--- config.mk ---
export PLATFORM = sky130hd
export DESIGN_NAME = led_seq_mgr_flat
export DESIGN_NICKNAME = d
export VERILOG_FILES = /design/src/rtl/led_seq_mgr_pkg.sv /design/src/rtl/led_seq_mgr_if.sv /design/src/rtl/led_seq_mgr_tick_gen.sv /design/src/rtl/led_seq_mgr.sv /design/src/flat_wrapper.sv
export SDC_FILE = /design/constraint.sdc
export NUM_CORES = 1
export LEC_CHECK = 0
export CORE_MARGIN = 4
export CORE_UTILIZATION = 50
export CTS_CLUSTER_DIAMETER = 150
export DETAILED_ROUTE_END_ITERATION = 8
export PLACE_DENSITY = 0.74
export SETUP_SLACK_MARGIN = 0.05
export SLEW_MARGIN = 10
export SYNTH_ARGS = -nofsm -noshare
export SYNTH_HDL_FRONTEND = slang
export SYNTH_SLANG_ARGS = --single-unit
export TNS_END_PERCENT = 50
--- constraint.sdc ---
create_clock -name clk -period 2.5 [get_ports clk]
set_input_delay 0.25 -clock clk [delete_from_list [all_inputs] [get_ports clk]]
set_output_delay 0.25 -clock clk [all_outputs]
set_load 0.01 [all_outputs]
--- src/rtl/led_seq_mgr_pkg.sv ---
// Shared definitions for the LED sequencer: command layout, opcodes,
// shift-mode bit positions and FSM state encoding.
package led_seq_mgr_pkg;

  // LED ops (DEV_ADDR)
  localparam logic [2:0] DEV_NOP = 3'b000;
  localparam logic [2:0] DEV_TGL = 3'b001;
  localparam logic [2:0] DEV_SHL = 3'b010;
  localparam logic [2:0] DEV_SHR = 3'b011;
  localparam logic [2:0] DEV_OFF = 3'b100;
  localparam logic [2:0] DEV_ON  = 3'b101;
  localparam logic [2:0] DEV_RST = 3'b110;
  localparam logic [2:0] DEV_SET = 3'b111;

  // Config ops (CFG_ADDR)
  localparam logic [2:0] CFG_STOP    = 3'b000;
  localparam logic [2:0] CFG_AUTO_L  = 3'b001;
  localparam logic [2:0] CFG_AUTO_R  = 3'b010;
  localparam logic [2:0] CFG_PERIOD  = 3'b011;
  localparam logic [2:0] CFG_BLK_OFF = 3'b100;
  localparam logic [2:0] CFG_BLK_ON  = 3'b101;
  localparam logic [2:0] CFG_BLK_CLR = 3'b110;
  localparam logic [2:0] CFG_BLK_ALL = 3'b111;

  // Shift mode fields within d: rotate select and fill value
  localparam int SM_ROT  = 3;
  localparam int SM_FILL = 0;

  typedef enum logic [1:0] {
    ST_IDLE   = 2'd0,
    ST_AUTO_L = 2'd1,
    ST_AUTO_R = 2'd2
  } state_t;

  typedef struct packed {
    logic [4:0] addr;
    logic [2:0] op;
    logic [3:0] d;
  } cmd_t;

endpackage

--- src/rtl/led_seq_mgr_if.sv ---
// Command bus into the LED sequencer.
//   new_cmd : single-cycle strobe, cmd_buf valid
//   cmd_buf : {addr[4:0], op[2:0], d[3:0]}
interface led_seq_mgr_if;
  logic        new_cmd;
  logic [11:0] cmd_buf;

  modport master (output new_cmd, output cmd_buf);
  modport slave  (input  new_cmd, input  cmd_buf);
endinterface

--- src/rtl/led_seq_mgr_tick_gen.sv ---
// Timebase for the LED sequencer: prescaler producing a base tick every
// PRESCALE clocks, and a period counter producing a one-cycle step strobe
// every `period` ticks. blink_phase toggles on each step.
//   clk, rst_n  : clock, async active-low reset
//   period      : ticks per step, 1..16
//   reload      : restart both counters (period was just rewritten)
//   step        : one-cycle strobe at period terminal count
//   blink_phase : toggles on each step
module led_tick_gen #(
  parameter int PRESCALE = 50000
) (
  input  logic       clk,
  input  logic       rst_n,
  input  logic [4:0] period,
  input  logic       reload,
  output logic       step,
  output logic       blink_phase
);
  localparam int PW = (PRESCALE > 2) ? $clog2(PRESCALE) : 1;

  logic [PW-1:0] pre_cnt;
  logic [4:0]    per_cnt;
  logic          tick;

  assign tick = (pre_cnt == PW'(PRESCALE - 1));
  // A reload in the same cycle cancels the step so the new period starts clean
  assign step = tick && (per_cnt == period - 5'd1) && !reload;

  always_ff @(posedge clk or negedge rst_n) begin
    if (!rst_n) begin
      pre_cnt     <= '0;
      per_cnt     <= '0;
      blink_phase <= 1'b0;
    end else if (reload) begin
      pre_cnt <= '0;
      per_cnt <= '0;
    end else begin
      if (tick) begin
        pre_cnt <= '0;
        per_cnt <= step ? 5'd0 : per_cnt + 5'd1;
      end else begin
        pre_cnt <= pre_cnt + PW'(1);
      end
      if (step) blink_phase <= ~blink_phase;
    end
  end
endmodule

--- src/rtl/led_seq_mgr.sv ---
// LED manager: decodes bus commands into an LED state register, runs an
// autonomous chaser (AUTO_L/AUTO_R) and per-LED blinking off a shared timebase.
//   clk, rst_n  : clock, async active-low reset
//   bus         : command bus (slave)
//   leds        : led_state ^ (blink_en & blink_phase)
//   auto_active : high in AUTO_L / AUTO_R
module led_seq_mgr
  import led_seq_mgr_pkg::*;
#(
  parameter int         N_LEDS   = 10,
  parameter logic [4:0] DEV_ADDR = 5'h0C,
  parameter logic [4:0] CFG_ADDR = 5'h0D,
  parameter int         PRESCALE = 50000
) (
  input  logic              clk,
  input  logic              rst_n,
  led_seq_mgr_if.slave      bus,
  output logic [N_LEDS-1:0] leds,
  output logic              auto_active
);
  cmd_t              cmd;
  logic              dev_hit, cfg_hit, reload, step, blink_phase;
  logic [N_LEDS-1:0] led_state, blink_en, mask;
  logic [N_LEDS-1:0] shl_c, shr_c, shl_a, shr_a;
  logic              lin_c, rin_c, lin_a, rin_a;
  logic [4:0]        period;
  logic              sm_rot, sm_fill;
  state_t            state;

  assign cmd     = cmd_t'(bus.cmd_buf);
  assign dev_hit = bus.new_cmd && (cmd.addr == DEV_ADDR);
  assign cfg_hit = bus.new_cmd && (cmd.addr == CFG_ADDR);
  assign reload  = cfg_hit && (cmd.op == CFG_PERIOD);

  // One-hot of d; indices beyond the LED count decode to an empty mask
  always_comb begin
    mask = '0;
    for (int i = 0; i < N_LEDS; i++)
      if (cmd.d == 4'(i)) mask[i] = 1'b1;
  end

  // Bit shifted in: wrapped bit when rotating, otherwise the fill value.
  // _c variants use the command's d, _a variants the latched auto mode.
  assign lin_c = cmd.d[SM_ROT] ? led_state[N_LEDS-1] : cmd.d[SM_FILL];
  assign rin_c = cmd.d[SM_ROT] ? led_state[0]        : cmd.d[SM_FILL];
  assign lin_a = sm_rot        ? led_state[N_LEDS-1] : sm_fill;
  assign rin_a = sm_rot        ? led_state[0]        : sm_fill;

  generate
    if (N_LEDS == 1) begin : g_one
      // Single LED: rotate holds, fill loads the fill bit
      assign shl_c = lin_c;
      assign shr_c = rin_c;
      assign shl_a = lin_a;
      assign shr_a = rin_a;
    end else begin : g_multi
      assign shl_c = {led_state[N_LEDS-2:0], lin_c};
      assign shr_c = {rin_c, led_state[N_LEDS-1:1]};
      assign shl_a = {led_state[N_LEDS-2:0], lin_a};
      assign shr_a = {rin_a, led_state[N_LEDS-1:1]};
    end
  endgenerate

  led_tick_gen #(.PRESCALE(PRESCALE)) u_tick (
    .clk         (clk),
    .rst_n       (rst_n),
    .period      (period),
    .reload      (reload),
    .step        (step),
    .blink_phase (blink_phase)
  );

  always_ff @(posedge clk or negedge rst_n) begin
    if (!rst_n) begin
      led_state   <= '0;
      blink_en    <= '0;
      period      <= 5'd1;
      sm_rot      <= 1'b0;
      sm_fill     <= 1'b0;
      state       <= ST_IDLE;
      auto_active <= 1'b0;
    end else begin
      // A bus write to the LEDs takes priority; a coincident auto step is lost
      if (dev_hit) begin
        case (cmd.op)
          DEV_NOP: ;
          DEV_TGL: led_state <= led_state ^ mask;
          DEV_SHL: led_state <= shl_c;
          DEV_SHR: led_state <= shr_c;
          DEV_OFF: led_state <= led_state & ~mask;
          DEV_ON:  led_state <= led_state | mask;
          DEV_RST: led_state <= '0;
          DEV_SET: led_state <= '1;
        endcase
      end else if (step) begin
        case (state)
          ST_AUTO_L: led_state <= shl_a;
          ST_AUTO_R: led_state <= shr_a;
          default:   ;
        endcase
      end

      if (cfg_hit) begin
        case (cmd.op)
          CFG_STOP: begin
            state       <= ST_IDLE;
            auto_active <= 1'b0;
          end
          CFG_AUTO_L: begin
            state       <= ST_AUTO_L;
            auto_active <= 1'b1;
            sm_rot      <= cmd.d[SM_ROT];
            sm_fill     <= cmd.d[SM_FILL];
          end
          CFG_AUTO_R: begin
            state       <= ST_AUTO_R;
            auto_active <= 1'b1;
            sm_rot      <= cmd.d[SM_ROT];
            sm_fill     <= cmd.d[SM_FILL];
          end
          CFG_PERIOD:  period   <= {1'b0, cmd.d} + 5'd1;
          CFG_BLK_OFF: blink_en <= blink_en & ~mask;
          CFG_BLK_ON:  blink_en <= blink_en | mask;
          CFG_BLK_CLR: blink_en <= '0;
          CFG_BLK_ALL: blink_en <= '1;
        endcase
      end
    end
  end

  assign leds = led_state ^ (blink_en & {N_LEDS{blink_phase}});
endmodule

--- src/flat_wrapper.sv ---
// flat-port wrapper written by rule: the top's interface ports become plain ports
module led_seq_mgr_flat import led_seq_mgr_pkg::*;
#(
  parameter int         N_LEDS   = 10,
  parameter logic [4:0] DEV_ADDR = 5'h0C,
  parameter logic [4:0] CFG_ADDR = 5'h0D,
  parameter int         PRESCALE = 50000
)
  (clk, rst_n, leds, auto_active, bus_new_cmd, bus_cmd_buf);
  led_seq_mgr_if bus_i ();
  input  logic clk;
  input  logic rst_n;
  output logic [N_LEDS-1:0] leds;
  output logic auto_active;
  input wire logic [$bits(bus_i.new_cmd)-1:0] bus_new_cmd;
  input wire logic [$bits(bus_i.cmd_buf)-1:0] bus_cmd_buf;
  assign bus_i.new_cmd = bus_new_cmd;
  assign bus_i.cmd_buf = bus_cmd_buf;
  led_seq_mgr #(.N_LEDS(N_LEDS), .DEV_ADDR(DEV_ADDR), .CFG_ADDR(CFG_ADDR), .PRESCALE(PRESCALE)) u_core (.clk(clk), .rst_n(rst_n), .bus(bus_i), .leds(leds), .auto_active(auto_active));
endmodule
==> results of run 1 <==
-- metrics by stage --
stage	utilization [%]	area, um2	power, W
after floorplan	-	3810	0.00139
after global placement	57.8	4240	0.00157
after detailed placement	57.8	4240	0.00158
after CTS	59.4	4360	0.00220
after global routing	59.4	4360	0.00231
final	59.4	4360	0.00219
-- state kept, by name (all words and copies together) (netlist names), 2 cells and up --
name and count:
u_core.blink_en 10, u_core.led_state 10, u_core.period 5, u_core.state 2, u_core.u_tick.per_cnt 5, u_core.u_tick.pre_cnt 16
-- critical path, stage by stage, from the launching register on --
cell	delay [ps]
dfstp_2	580
inv_1	50
ha_1	210
nor3b_1	160
xnor2_1	210
nand4_2	120
o31a_1	330
buf_12	160
mux2_4	300
-- cells in the mapped netlist (7+ instances only) --
cell type / number / area, um2
clkbuf_1: 10 / 37.5
nor2b_1: 10 / 62.6
inv_1: 24 / 90.1
nor2_1: 38 / 143
ha_1: 27 / 338
nand3_1: 14 / 70.1
o21ai_0: 26 / 130
buf_2: 11 / 55.1
nand2_1: 43 / 161
nand2b_1: 12 / 75.1
xor2_1: 13 / 114
xnor2_1: 23 / 201
dfrtp_1: 51 / 1280
o31ai_1: 16 / 120
mux2_4: 10 / 150
mux2i_1: 7 / 70.1
a21oi_1: 26 / 130
-- metal layers --
layer  wire, um  track usage [%]
met5          0                0
met4        144             5.77
met3        348             2.92
met2       4440             35.9
met1       3960             27.6
-- logic make-up after synthesis --
logic type | count (synthesis) | share of synthesized area (%)
and+or+nand+nor | 148 | 20.3
AOI/OAI and AO/OA | 97 | 16.1
DFF | 52 | 34.2
buffers and inverters | 49 | 5.38
xor gates and xnor gates | 36 | 8.27
adders and majority gates | 27 | 8.86
muxes | 21 | 6.96
-- layout by cell type, fill, tap and decap left out, types with 3 or more instances in the layout --
cell              n
a211oi_1          4
xor2_1           13
a311oi_1          3
o22ai_1           3
ha_1             27
nand2b_1         12
a31oi_1           3
nor2b_1          10
a221oi_1          5
nor2_1           38
nor3_1            5
o31ai_1          16
and2_1            3
a21oi_1          26
nand2_1          43
dfrtp_1          51
mux2i_1           7
clkbuf_8          6
inv_1            24
xnor2_1          23
nand3_1          14
clkdlybuf4s50_1  24
buf_4            20
mux2_4           10
mux2_2            4
o21ai_0          26
-- how the worst min path moves through the flow --
stage,from,end,slack [ps],depth (start not counted)
6_report,rst_n,u_core.u_tick.pre_cnt[9]$_DFF_PN0_,80,1
5_1_grt,rst_n,u_core.u_tick.pre_cnt[8]$_DFF_PN0_,170,1
4_1_cts,rst_n,u_core.led_state[0]$_DFFE_PN0P_,130,1
2_1_floorplan,rst_n,u_core.auto_active$_DFFE_PN0P_,-50,0
3_5_place_dp,rst_n,u_core.u_tick.pre_cnt[9]$_DFF_PN0_,460,1
3_3_place_gp,u_core.u_tick.pre_cnt[0]$_DFF_PN0_,u_core.u_tick.pre_cnt[0]$_DFF_PN0_,440,1
-- power breakdown --
group | switching [W] | internal [W]
Combinational | 0.000280 | 0.000269
Clock | 0.000290 | 0.000328
Sequential | 0.0000903 | 0.000930
Total | 0.000660 | 0.00153
-- cell type report --
type                            instances  area [um2]
Clock buffer                            6        82.6
Clock inverter                          2        38.8
Fill cell                             649        2970
Inverter                               24        90.1
Multi-Input combinational cell        329        2300
Sequential cell                        52        1300
Tap cell                               99         124
Timing Repair Buffer                   46         415
==> impl_results.md, run 1 <==
* Leakage at around 1.9 nW
* Starting Density at between 50% and 60%
* Post-CTS Setup Inserts at 0
* Gr usage total at a little over a fifth
* CP startpoint: u_core.period[0]$_DFFE_PN1N_
* Post-synthesis sequential area ratio at around 34%
* DR WL/cell at 15.9 um
* DRC at 0
* Max Freq at 447 MHz
* Final TNS setup at 0 ps
* Reg-to-reg critical path startpoint: u_core.period[0]$_DFFE_PN1N_
* CTS buffer count at 5
* Max cap viols at 0
* Finish-stage setup viols at 0
* Synthesized flop and latch total at 52
* DR iter-0 viols at 218
* Clock skew at 16.1 ps
* Area Overhead vs Synth at 14.3%
* Reg2reg end: u_core.led_state[3]$_DFFE_PN0P_
* Final worst setup slack at ~260 ps
* Layout Cells excl Fill at around 560
* Fin. Hold Viols at 0
* Die height at around 95 um
* Cells after Synth at 430
* Critical path type: flop to flop
* DRT antenna net count at 0
* Vias in the first global route at 3090
* Max FO, Critical Path at 10
* Ports at 26
* Initial antenna violation count at 0
* FFs w/ async S/R, synth at 100%
* Layout cell share with drive strength beyond 1 at 12.4%
* Root buffer cell: clkbuf_8
* N_diodes at 0
* CTS tree: built
* Clock-pin slew on the worst setup and hold paths at about 110 ps
* Vias at roughly 3200
* Port Buffers at 25
* CP required at 2700 ps
* Global-route wire length before repair at 15.0 mm
* Die area at 9090 um2
* Sinks on Clock Net at 52
* Crit path time final at between 2000 and 2500 ps
* Endpoint type of the worst setup path: flop
* CP arrival at approximately 2400 ps
* Final worst path period share at 89.5%
* Std-Cell Rows at 31
* Worst Setup EP: u_core.led_state[3]$_DFFE_PN0P_
* # hold bufs at CTS at 0
* Post-synth EDFFs at 0
* Synth Flop Type: dfrtp_1
* Longest Clk Path Bufs at 2
* Max transition margin at 36.3%
* Post-synth cell types at 53
* Crit start category: flop
* R2R Setup Slk at 260 ps
* Gr ovfl total at 0
* Worst Tran Pin Value at between 900 and 1000 ps
* Slew Limit Fails at 0
* Pre-CTS setup slack at 47.7 ps
* HP Class: input pin to async pin
* Net Count, Synth at ~470
* WL final at between 8 and 9 mm
* Mean Syn Cell Area at a little under 9 um2
* Die X at 95.3 um
* Pin count of the biggest net entering global routing at 43
* R2R cell count at 8
* Clk_lat worst skew at about 320 ps
* Post-CTS sizing at 0
* Pre-antenna DRT Iters at 4
* Core area at approximately 7300 um2
* Synth warn at 0
* Status: finished clean
* Final hold slack at a little over 80 ps
* RD Place Congestion at just under 0.9
* Nets at 500
* Dpl cells at 550
* Maximum vdd drop at 0.230 mV
* HPWL Detailed at about 6.6 mm
* Synth Cell Area at 3810 um2
* Pwr Density at between 500 and 600 nW/um2
* RSZ-0062 raised after global routing: no
* DR vias/cell at 5.65
* H-tree depth at 2
(Power assumes the default switching activity.)
==> run 2, diff against run 1 <==
--- a/config.mk
+++ b/config.mk
@@ -5,9 +5,11 @@
 export SDC_FILE = /design/constraint.sdc
 export NUM_CORES = 1
 export LEC_CHECK = 0
+export CAP_MARGIN = 25
 export CORE_MARGIN = 4
 export CORE_UTILIZATION = 50
 export CTS_CLUSTER_DIAMETER = 150
+export CTS_CLUSTER_SIZE = 12
 export DETAILED_ROUTE_END_ITERATION = 8
 export PLACE_DENSITY = 0.74
 export SETUP_SLACK_MARGIN = 0.05
==> impl_results.md, run 2 (same netlist as run 1, synthesis figures left out) <==
* Clock-pin slew on the worst setup and hold paths at 110 ps (about the same)
* Std-Cell Rows at 31 (unchanged)
* Ports at 26 (unchanged)
* Reg-to-reg critical path startpoint: u_core.period[0]$_DFFE_PN1N_ (unchanged)
* Switching part of the total at 30.1% (was 30.2%)
* Final TNS setup at 0 ps (unchanged)
* Die area at 9090 um2 (unchanged)
* DR WL/cell at 16.0 um (was 15.9 um)
* CTS tree: built (unchanged)
* Maximum vdd drop at 0.230 mV (about the same)
* Slowest stage delay, CP at 580 ps (about the same)
* Port Buffers at 25 (unchanged)
* Fin. Hold Viols at 0 (unchanged)
* Leakage at 1.90 nW (was 1.89 nW)
* R2R Setup Slk at 260 ps (about the same)
* WP buf/inv at 2 (unchanged)
* Vias in the first global route at 3090 (unchanged)
* Crit-path slowest cell: dfstp_2 (unchanged)
* Number of flip-flops in the largest register at 16 (unchanged)
* Endpoint type of the worst setup path: flop (unchanged)
* Layout cell share with drive strength beyond 1 at 12.6% (was 12.4%)
* Sequential Power Share at 46.6% (about the same)
* P_sw at 0.000659 W (was 0.000660 W)
* Slew Limit Fails at 0 (unchanged)
* Max cap viols at 0 (unchanged)
* DR vias/cell at 5.68 (was 5.65)
* Finish-stage setup viols at 0 (unchanged)
* Nets at 502 (was 500)
* Logic pwr share at 25.3% (was 25.1%)
* Pwr Density at 499 nW/um2 (was 502 nW/um2)
* Gr usage total at 21.0% (unchanged)
* CTS buffer count at 5 (unchanged)
* CP arrival at 2430 ps (about the same)
* Cell Chain, Critical Path: inv_1, ha_1, nor3b_1, xnor2_1, nand4_2, o31a_1, buf_12, mux2_4 (unchanged)
* WL final at 8.95 mm (was 8.89 mm)
* Die X at 95.3 um (unchanged)
* Commonest non-fill, non-tap cell in the layout: dfrtp_1 (unchanged)
* Critical path type: flop to flop (unchanged)
* # hold bufs at CTS at 0 (unchanged)
* Clk_lat worst skew at 310 ps (was 320 ps)
* Pin count of the biggest net entering global routing at 43 (unchanged)
* HPWL Detailed at 6.63 mm (unchanged)
* Share of power burned in the clock network at 28.1% (was 28.3%)
* Core area at 7330 um2 (unchanged)
* Max FO, Critical Path at 10 (unchanged)
* Reg2reg end: u_core.led_state[3]$_DFFE_PN0P_ (unchanged)
* Area Overhead vs Synth at 15.1% (was 14.3%)
* Crit path time final at 2240 ps (about the same)
* DRT antenna net count at 0 (unchanged)
* R2R cell count at 8 (unchanged)
* Longest Clk Path Bufs at 2 (unchanged)
* Reg with most FFs: u_core.u_tick.pre_cnt (unchanged)
* Placed Area at 4240 um2 (unchanged)
* Starting Density at 52.0% (unchanged)
* Status: finished clean (unchanged)
* Final worst path period share at 89.5% (about the same)
* CP required at 2690 ps (was 2700 ps)
* HP Class: input pin to async pin (unchanged)
* Finished layout cell area at 4390 um2 (was 4360 um2)
* Area of the multi-input gates at 2300 um2 (unchanged)
* DRC at 0 (unchanged)
* Internal power at 0.00153 W (about the same)
* Stages on worst setup path at 8 (unchanged)
* Initial antenna violation count at 0 (unchanged)
* Crit start category: flop (unchanged)
* H-tree depth at 2 (unchanged)
* Max transition margin at 47.5% (was 36.3%)
* Sinks on Clock Net at 52 (unchanged)
* Die height at 95.3 um (unchanged)
* Gr ovfl total at 0 (unchanged)
* Clock skew at 14.8 ps (was 16.1 ps)
* Final hold slack at 302 ps (was 81.3 ps)
* Largest regs: u_core.u_tick.pre_cnt (16), u_core.blink_en (10), u_core.led_state (10) (unchanged)
* DR iter-0 viols at 263 (was 218)
* Vias at 3181 (was 3150)
* N_diodes at 0 (unchanged)
* Fillers at 647 (was 649)
* Pre-antenna DRT Iters at 5 (was 4)
* Root buffer cell: clkbuf_8 (unchanged)
* RSZ-0062 raised after global routing: no (unchanged)
* CP top delay family: flip-flops (unchanged)
* RD Place Congestion at 0.875 (unchanged)
* Commonest cells after routing, fill and taps aside: dfrtp_1 (51), nand2_1 (43), nor2_1 (38) (unchanged)
* Max Freq at 447 MHz (about the same)
* Post-CTS Setup Inserts at 0 (unchanged)
* Register area at 1300 um2 (unchanged)
* Post-CTS sizing at 0 (unchanged)
* Global-route wire length before repair at 15.0 mm (unchanged)
* Worst Tran Pin Value at 787 ps (was 955 ps)
## run 2: worst reg2reg max path: stages, from the launching register on
cell	delay, ps
dfstp_2	580
inv_1	50
ha_1	210
nor3b_1	160
xnor2_1	210
nand4_2	120
o31a_1	330
buf_12	160
mux2_4	310
## run 2: per-stage QoR
step	utilization, %	worst slack [ps]	cells	power [W]
2_1_floorplan	-	347	430	0.00139
3_3_place_gp	57.8	107	550	0.00157
3_5_place_dp	57.8	47.7	550	0.00158
4_1_cts	59.4	237	558	0.00220
5_1_grt	59.9	147	560	0.00232
6_report	59.9	263	560	0.00219
## run 2: routing by layer
metal  vias to the layer above  track usage (%)  part of all wire [%]  routed length, um
li1                       1553                -                     -                  -
met1                      1524             27.6                    45               4000
met5                         -                0                     0                  0
met2                        88             35.9                    50               4430
met3                        16             2.92                   4.0                358
met4                         0             5.77                   1.7                152
## run 2: layout make-up
class | instances | share of cell area (%)
clock inverter | 2 | 0.884
sequential | 52 | 29.7
inverter | 24 | 2.05
multi-input combinational | 329 | 52.5
clock buffer | 6 | 1.88
tap | 99 | 2.82
timing repair buffer | 48 | 10.2
## run 2: power by group through the flow
| stage | Sequential [W] | Combinational (W) | Clock [W] |
|---|---|---|---|
| after floorplan | 0.00102 | 0.000372 | 0 |
| after global placement | 0.00103 | 0.000534 | 0 |
| after detailed placement | 0.00104 | 0.000548 | 0 |
| after CTS | 0.00102 | 0.000553 | 0.000631 |
| after global routing | 0.00104 | 0.000622 | 0.000661 |
| final | 0.00102 | 0.000554 | 0.000616 |
## run 2: worst max path at each step
stage                     slack (ps)                         start                              end
final                            260  u_core.period[0]$_DFFE_PN1N_  u_core.led_state[3]$_DFFE_PN0P_
after global routing             150  u_core.period[0]$_DFFE_PN1N_  u_core.led_state[3]$_DFFE_PN0P_
after CTS                        240  u_core.period[0]$_DFFE_PN1N_  u_core.led_state[3]$_DFFE_PN0P_
after detailed placement          50                bus_cmd_buf[0]  u_core.led_state[7]$_DFFE_PN0P_
after global placement           110                bus_cmd_buf[0]  u_core.led_state[7]$_DFFE_PN0P_
after floorplan                  350  u_core.period[0]$_DFFE_PN1N_  u_core.led_state[0]$_DFFE_PN0P_
==> run 3, diff against run 2 <==
--- a/config.mk
+++ b/config.mk
@@ -6,7 +6,7 @@
 export NUM_CORES = 1
 export LEC_CHECK = 0
 export CAP_MARGIN = 25
-export CORE_MARGIN = 4
+export CORE_MARGIN = 10
 export CORE_UTILIZATION = 50
 export CTS_CLUSTER_DIAMETER = 150
 export CTS_CLUSTER_SIZE = 12
==> constraint.sdc (replaced) <==
create_clock -name clk -period 2.5 [get_ports clk]
set_input_delay 0.25 -clock clk [delete_from_list [all_inputs] [get_ports clk]]
set_output_delay 0.25 -clock clk [all_outputs]
set_load 0.02 [all_outputs]
==> impl_results.md, run 3 (same netlist as run 1, synthesis figures left out) <==
* Max FO, Critical Path at 10 (unchanged)
* Vias in the first global route at 3021 (was 3090)
* Dpl cells at 549 (was 550)
* Fin. Hold Viols at 0 (unchanged)
* CTS buffer count at 5 (unchanged)
* Clk_lat worst skew at 310 ps (about the same)
* Max transition margin at 49.3% (was 47.5%)
* Final TNS setup at 0 ps (unchanged)
* Total Power at 0.00208 W (was 0.00219 W)
* Leakage at 1.87 nW (was 1.90 nW)
* Slowest stage delay, CP at 580 ps (about the same)
* Number of flip-flops in the largest register at 16 (unchanged)
* Gr usage total at 16.1% (was 21.0%)
* DRT antenna net count at 0 (unchanged)
* Post-CTS Setup Inserts at 0 (unchanged)
* Die area at 11500 um2 (was 9090 um2)
* DR iter-0 viols at 139 (was 263)
* Commonest non-fill, non-tap cell in the layout: dfrtp_1 (unchanged)
* Slew Limit Fails at 0 (unchanged)
* CP required at 2700 ps (was 2690 ps)
* Starting Density at 52.0% (unchanged)
* Crit start category: flop (unchanged)
* Maximum vdd drop at 0.275 mV (was 0.230 mV)
* Initial antenna violation count at 0 (unchanged)
* RD Place Congestion at 0.889 (was 0.875)
* Placed Area at 4240 um2 (about the same)
* Die height at 107 um (was 95.3 um)
* Critical path type: flop to flop (unchanged)
* Fillers at 648 (was 647)
* Layout cell share with drive strength beyond 1 at 12.0% (was 12.6%)
* Clock-pin slew on the worst setup and hold paths at 100 ps (was 110 ps)
* Longest Clk Path Bufs at 2 (unchanged)
* # hold bufs at CTS at 0 (unchanged)
* Port Buffers at 25 (unchanged)
* Ports at 26 (unchanged)
* DR WL/cell at 16.3 um (was 16.0 um)
* HP Class: input pin to async pin (unchanged)
* Finish-stage setup viols at 0 (unchanged)
* Area Overhead vs Synth at 13.6% (was 15.1%)
* Cell Chain, Critical Path: inv_1, ha_1, xnor2_1, nor2_1, nand4_2, o31a_1, buf_12, mux2_4 (was inv_1, ha_1, nor3b_1, xnor2_1, nand4_2, o31a_1, buf_12, mux2_4)
* Worst Tran Pin Value at 760 ps (was 787 ps)
* Post-CTS sizing at 0 (unchanged)
* Finished layout cell area at 4330 um2 (was 4390 um2)
* Pre-antenna DRT Iters at 4 (was 5)
* Pin count of the biggest net entering global routing at 53 (was 43)
* HPWL Detailed at 6.78 mm (was 6.63 mm)
* RSZ-0062 raised after global routing: no (unchanged)
* H-tree depth at 2 (unchanged)
* Endpoint type of the worst setup path: flop (unchanged)
* Root buffer cell: clkbuf_8 (unchanged)
* Max cap viols at 0 (unchanged)
* Commonest cells after routing, fill and taps aside: dfrtp_1 (51), nand2_1 (43), nor2_1 (38) (unchanged)
* Gr ovfl total at 0 (unchanged)
* CP startpoint: u_core.period[0]$_DFFE_PN1N_ (unchanged)
* Pwr Density at 480 nW/um2 (was 499 nW/um2)
* Std-Cell Rows at 31 (unchanged)
* Max Freq at 454 MHz (was 447 MHz)
* WL final at 9.08 mm (was 8.95 mm)
* DR vias/cell at 5.55 (was 5.68)
* Vias at 3094 (was 3181)
* Layout Cells excl Fill at 557 (was 560)
* Status: finished clean (unchanged)
* WP buf/inv at 2 (unchanged)
* CTS tree: built (unchanged)
* DRC at 0 (unchanged)
* CP arrival at 2400 ps (was 2430 ps)
* Crit-path slowest cell: dfstp_2 (unchanged)
* Largest regs: u_core.u_tick.pre_cnt (16), u_core.blink_en (10), u_core.led_state (10) (unchanged)
* Core area at 7330 um2 (unchanged)
* Nets at 499 (was 502)
* Global-route wire length before repair at 15.1 mm (was 15.0 mm)
* Reg-to-reg critical path startpoint: u_core.period[0]$_DFFE_PN1N_ (unchanged)
* Sinks on Clock Net at 52 (unchanged)
* Crit path time final at 2200 ps (was 2240 ps)
* Die X at 107 um (was 95.3 um)
* CP top delay family: flip-flops (unchanged)
* Clock skew at 5.21 ps (was 14.8 ps)
* Final worst path period share at 88.2% (was 89.5%)
* N_diodes at 0 (unchanged)
* Reg with most FFs: u_core.u_tick.pre_cnt (unchanged)
-- run 3: cell types whose count changed in the layout (fill, tap and decap cells not counted) --
cell and change:
clkbuf_8 -1, clkinvlp_4 +1, clkbuf_1 +1, bufinv_16 -1, buf_4 -2, dlygate4sd3_1 -1
-- run 3: where the power goes --
part           internal, W  switching, W
sequential        0.000929     0.0000931
combinational     0.000270      0.000294
clock             0.000200      0.000294
-- run 3: worst paths after layout --
kind | endpoint | slack (ps) | cells past startpoint
max | u_core.led_state[3]$_DFFE_PN0P_ | 300 | 8
max in group asynchronous | u_core.led_state[0]$_DFFE_PN0P_ | 1990 | 2
max reg2reg | u_core.led_state[3]$_DFFE_PN0P_ | 300 | 8
min | u_core.u_tick.pre_cnt[13]$_DFF_PN0_ | 50 | 2
min in group clk | u_core.u_tick.pre_cnt[0]$_DFF_PN0_ | 470 | 1
min reg2reg | u_core.u_tick.pre_cnt[0]$_DFF_PN0_ | 470 | 1
-- run 3: layout make-up --
type / instances / area, um2 / share of cell area, %
repair buffers: 45 / 420 / 9.71
inverters: 24 / 90.1 / 2.08
well taps: 99 / 124 / 2.86
clock inverters: 2 / 16.3 / 0.376
clock buffers: 6 / 72.6 / 1.68
flip-flops and latches: 52 / 1300 / 30.1
multi-input cells: 329 / 2300 / 53.2
-- run 3: worst reg2reg max path, cell delays in order (launching register included) --
cell and delay, ps:
dfstp_2 580, inv_1 50, ha_1 300, xnor2_1 130
nor2_1 110, nand4_2 130, o31a_1 330, buf_12 160
mux2_4 300
-- run 3: metrics by stage --
step           setup WS, ps  util, %  hold slack (ps)
2_1_floorplan           347        -            -45.6
3_5_place_dp           14.4     57.9              423
6_report                296     59.1             47.8
3_3_place_gp            113     57.9              417
4_1_cts                 273     59.1             89.3
5_1_grt                 160     59.1              108
-- run 3: per-layer routing --
layer	vias to the layer above	track usage (%)	wire [um]
met5	-	0	0
met3	14	3.29	395
met1	1478	19.6	4010
met2	58	27.6	4490
li1	1544	-	-
met4	0	5.42	189
